## config.mk

```make
export PLATFORM = sky130hd
export DESIGN_NAME = rst_seq_gen
export DESIGN_NICKNAME = d
export VERILOG_FILES = /design/src/rtl/rst_seq_gen.sv
export SDC_FILE = /design/constraint.sdc
export NUM_CORES = 1
export LEC_CHECK = 0
export CORE_ASPECT_RATIO = 0.7
export CORE_MARGIN = 1.5
export CORE_UTILIZATION = 45
export DETAILED_ROUTE_END_ITERATION = 10
export GPL_ROUTABILITY_DRIVEN = 0
export GPL_TIMING_DRIVEN = 0
export PLACE_DENSITY = 0.68
export REMOVE_ABC_BUFFERS = 1
export SLEW_MARGIN = 20
export SYNTH_ARGS = -nofsm -noshare
export SYNTH_HDL_FRONTEND = slang
export SYNTH_SLANG_ARGS = --single-unit
```

## constraint.sdc

```tcl
create_clock -name i_clk -period 2.52 [get_ports i_clk]
set_clock_uncertainty 0.2 [all_clocks]
set_input_delay 0.252 -clock i_clk [delete_from_list [all_inputs] [get_ports i_clk]]
set_output_delay 0.252 -clock i_clk [all_outputs]
set_load 0.01 [all_outputs]
```

## src/rtl/rst_seq_gen.sv

```systemverilog
// ============================================================================
//  Module      : rst_seq_gen
//  Description : Reset sequencer that holds o_rst_n low for HOLD_CYCLES after
//                the last reset cause, with a saturating release counter.
//  Revision    : 1.0 - initial release
// ============================================================================
`timescale 1ns/1ps
`default_nettype none

module rst_seq_gen #(
    parameter int unsigned HOLD_CYCLES = 16
) (
    input  logic       i_clk,
    input  logic       i_rst,
    input  logic       i_rst_req,
    input  logic       i_sw_rst,
    output logic       o_rst_n,
    output logic       o_rst_done,
    output logic [7:0] o_rst_cnt
);

    typedef enum logic [0:0] {
        ST_ASSERT = 1'b0,
        ST_RUN    = 1'b1
    } state_t;

    localparam logic [7:0] c_hold_last = 8'(HOLD_CYCLES - 1);

    state_t     r_state;
    state_t     w_state_nxt;
    logic [7:0] r_hcnt;
    logic [7:0] w_hcnt_nxt;
    logic       r_req_meta;
    logic       r_req_s;
    logic       w_cause;
    logic       w_rst_n_nxt;
    logic       w_done_nxt;
    logic [7:0] w_cnt_nxt;

    // Two-flop synchronizer; only r_req_s is used by the sequencer.
    always_ff @(posedge i_clk) begin
        if (i_rst) begin
            r_req_meta <= 1'b0;
            r_req_s    <= 1'b0;
        end else begin
            r_req_meta <= i_rst_req;
            r_req_s    <= r_req_meta;
        end
    end

    always_ff @(posedge i_clk) begin
        if (i_rst) begin
            r_state    <= ST_ASSERT;
            r_hcnt     <= 8'd0;
            o_rst_n    <= 1'b0;
            o_rst_done <= 1'b0;
            o_rst_cnt  <= 8'd0;
        end else begin
            r_state    <= w_state_nxt;
            r_hcnt     <= w_hcnt_nxt;
            o_rst_n    <= w_rst_n_nxt;
            o_rst_done <= w_done_nxt;
            o_rst_cnt  <= w_cnt_nxt;
        end
    end

    always_comb begin
        w_cause     = r_req_s | i_sw_rst;
        w_state_nxt = r_state;
        w_hcnt_nxt  = r_hcnt;
        w_rst_n_nxt = 1'b0;
        w_done_nxt  = 1'b0;
        w_cnt_nxt   = o_rst_cnt;

        case (r_state)
            ST_ASSERT: begin
                // A restart cause always beats a coincident release.
                if (w_cause) begin
                    w_hcnt_nxt = 8'd0;
                end else if (r_hcnt == c_hold_last) begin
                    w_state_nxt = ST_RUN;
                    w_rst_n_nxt = 1'b1;
                    w_done_nxt  = 1'b1;
                    if (o_rst_cnt != 8'hFF) begin
                        w_cnt_nxt = o_rst_cnt + 8'd1;
                    end
                end else begin
                    w_hcnt_nxt = r_hcnt + 8'd1;
                end
            end
            ST_RUN: begin
                w_rst_n_nxt = 1'b1;
                if (w_cause) begin
                    w_state_nxt = ST_ASSERT;
                    w_hcnt_nxt  = 8'd0;
                    w_rst_n_nxt = 1'b0;
                end
            end
            default: begin
                w_state_nxt = ST_ASSERT;
                w_hcnt_nxt  = 8'd0;
            end
        endcase
    end

endmodule

`default_nettype wire

```

==> results.json <==
{
  "seq_power_share": 0.663,
  "drtIter0Drc": 14,
  "worst_setup_path_end_kind": "flip-flop",
  "yosys_warnings": 0,
  "ys_ff_latch": 20,
  "worst_pin_slew_ns": 0.6057,
  "p_comb_frac": 0.037,
  "fin_area_sq_mm": 0.001079,
  "powerDensity_mw_per_mm2": 449.0,
  "fmax_ghz": 0.4261,
  "portBuffers": 13,
  "post-cts-setup-buffers": 0,
  "finalHoldViolations": 0,
  "dieArea_sq_mm": 0.002343,
  "die_h_um": 40.95,
  "grt_pass1_vias": 671,
  "utilization": 0.5667,
  "layout_setup_ws_ns": 0.1734,
  "clk_latency_ns": 0.29,
  "synth_top_area_frac": 0.4324,
  "place_area_sq_mm": 0.001056,
  "sw_frac_of_total": 0.2100,
  "maxSlewViolCount": 0,
  "initial_core_util": 0.4865,
  "grt_max_degree": 15,
  "yosysSeqAreaShare": 0.4324,
  "grt_usage": 0.1818,
  "via_count": 774,
  "drc": 0,
  "synth_top_cell_by_area": "dfxtp_1",
  "crit_chain": "ha_1 -> and3_1 -> nand4b_2 -> nor4_1 -> mux2_2",
  "tns_ns": 0,
  "drtPass1Iterations": 4,
  "clockRootBuffer": "clkbuf_4",
  "p_leak_nw": 0.3538,
  "grt_overflow": 0,
  "fin_cells": 136,
  "drt-total-wl_um": 1855,
  "avgSynthCellArea_sq_um": 8.903,
  "clk_pin_slew_ns": 0.10,
  "ys_types": 33,
  "rows": 13,
  "n_antenna_cell": 0,
  "cts_buffers": 3,
  "cp_max_fo": 14,
  "io_pins": 14,
  "mostFrequentLayoutCells": "dfxtp_1, nor2_1, clkdlybuf4s50_1, a21oi_1, nand2_1",
  "critPathMaxStageDelay_ns": 0.42,
  "post-route-period-util": 0.9312,
  "htreeDepth": 1,
  "netlist_instances": 104,
  "grt_antenna_before_repair": 0,
  "total_power_mw": 0.4842,
  "core_sq_mm": 0.001903,
  "crit_path_start_kind": "flip-flop",
  "final_common_cell": "dfxtp_1",
  "hold_buffers": 0,
  "ant_nets": 0,
  "p_switching_mw": 0.1017,
  "setup_viol": 0,
  "dpl.cell_count": 133,
  "rsz0062_at_grt": "no",
  "wl_per_cell_um": 13.64,
  "clkSinkCount": 20,
  "status": "completed",
  "cp_slowest_cell": "nor4_1",
  "max_slew_margin": 0.5947,
  "hold_class": "flip-flop to flip-flop",
  "min_period_ns": 2.347,
  "cts_tree": "built",
  "dp_slack_ns": 0.1871,
  "netlist_area_sq_um": 925.9,
  "final_nets": 122,
  "hold_depth": 1,
  "die_x_um": 57.22,
  "dp_hpwl_um": 1335,
  "p_int_mw": 0.3825,
  "ir_worst_vdd_mv": 0.3386,
  "final_layout_size_suffix_gt1_frac": 0.06140,
  "grt_pass1_wl_um": 3105,
  "clkPwrFrac": 0.300,
  "synth_area_leaders": "dfxtp_1, nor2_1, a21oi_1",
  "r2r_cells": 5,
  "cp.arrival_ns": 2.34,
  "drv_cap": 0,
  "ctsResizeCount": 0,
  "worst_ep_required_time_ns": 2.51,
  "path_class": "flip-flop to flip-flop",
  "clock_path_buffers": 2,
  "avgViaCountPerCell": 5.691,
  "whs_ns": 0.2555,
  "syn_to_final_growth_pct": 16.49
}
## registers in the layout (all words and copies together) (netlist names)
name,cells
o_rst_cnt,8
o_rst_done,1
r_hcnt,8
r_req_meta,1
r_req_s,1
r_state,1
## cells by family (layout without fill, tap and decap cells)
family / Yosys count / in the layout / share of synthesized area
fa+ha+maj: 2 / 2 / 0.02702
xor+xnor: 4 / 4 / 0.03783
buf+inv: 8 / 18 / 0.03783
mux: 3 / 3 / 0.03378
compound gates: 19 / 19 / 0.1284
simple gates: 48 / 48 / 0.3027
flops: 20 / 20 / 0.4324
## per-layer routing
| layer | part of all wire | routed length (um) | track usage |
|---|---|---|---|
| met1 | 0.51 | 938 | 0.2439 |
| met2 | 0.44 | 811 | 0.2787 |
| met5 | 0 | 0 | 0 |
| met3 | 0.049 | 91 | 0.06625 |
| met4 | 0.0070 | 13 | 0.05233 |
## critical path, delay by kind of cell, from the launching register on
family	cells	cell delay [ns]
adders and majority gates	1	0.17
muxes	1	0.37
DFF	1	0.38
and+or+nand+nor	3	1.12
## synth_stat cells
cell type / n
or3_1: 3
o41ai_1: 1
buf_4: 1
o21ai_0: 3
nor3_1: 3
inv_1: 2
and3_1: 1
nand4_1: 2
mux2i_1: 2
and4_1: 1
mux2_2: 1
nor4_4: 1
ha_1: 2
xnor2_1: 4
nand3_1: 4
a211oi_1: 2
nor4_1: 2
or3b_1: 1
o31ai_1: 3
nand2_1: 5
nor2_1: 14
nor2b_1: 4
clkbuf_1: 4
a21oi_1: 8
nor4b_1: 1
or4_1: 3
nand3b_1: 1
buf_2: 1
nand4b_2: 1
nand2b_1: 1
a41oi_1: 1
a31o_2: 1
dfxtp_1: 20
## path summary, 6_finish.rpt
| path | start | endpoint | slack [ns] |
|---|---|---|---|
| worst min-delay path | r_req_meta | r_req_s | 0.26 |
| worst min register to register | r_req_meta | r_req_s | 0.26 |
| worst max-delay path | r_hcnt[0] | o_rst_cnt[5] | 0.17 |
| worst max register to register | r_hcnt[0] | o_rst_cnt[5] | 0.17 |
## final cells by class
class | instances | area (sq um)
inverters | 2 | 7.507
flip-flops and latches | 20 | 400.4
fillers | 176 | 824.5
clock buffers | 3 | 22.52
repair buffers | 13 | 130.1
well taps | 22 | 27.53
multi-input cells | 76 | 490.5
## power groups by stage
stage          clock, mW  combinational [mW]  sequential (mW)
2_1_floorplan          0             0.00829            0.328
3_3_place_gp           0              0.0175            0.328
3_5_place_dp           0              0.0181            0.328
4_1_cts            0.151              0.0181            0.321
5_1_grt            0.170              0.0201            0.321
6_report           0.145              0.0180            0.321
Note: power is estimated with default switching activity, not from simulation.
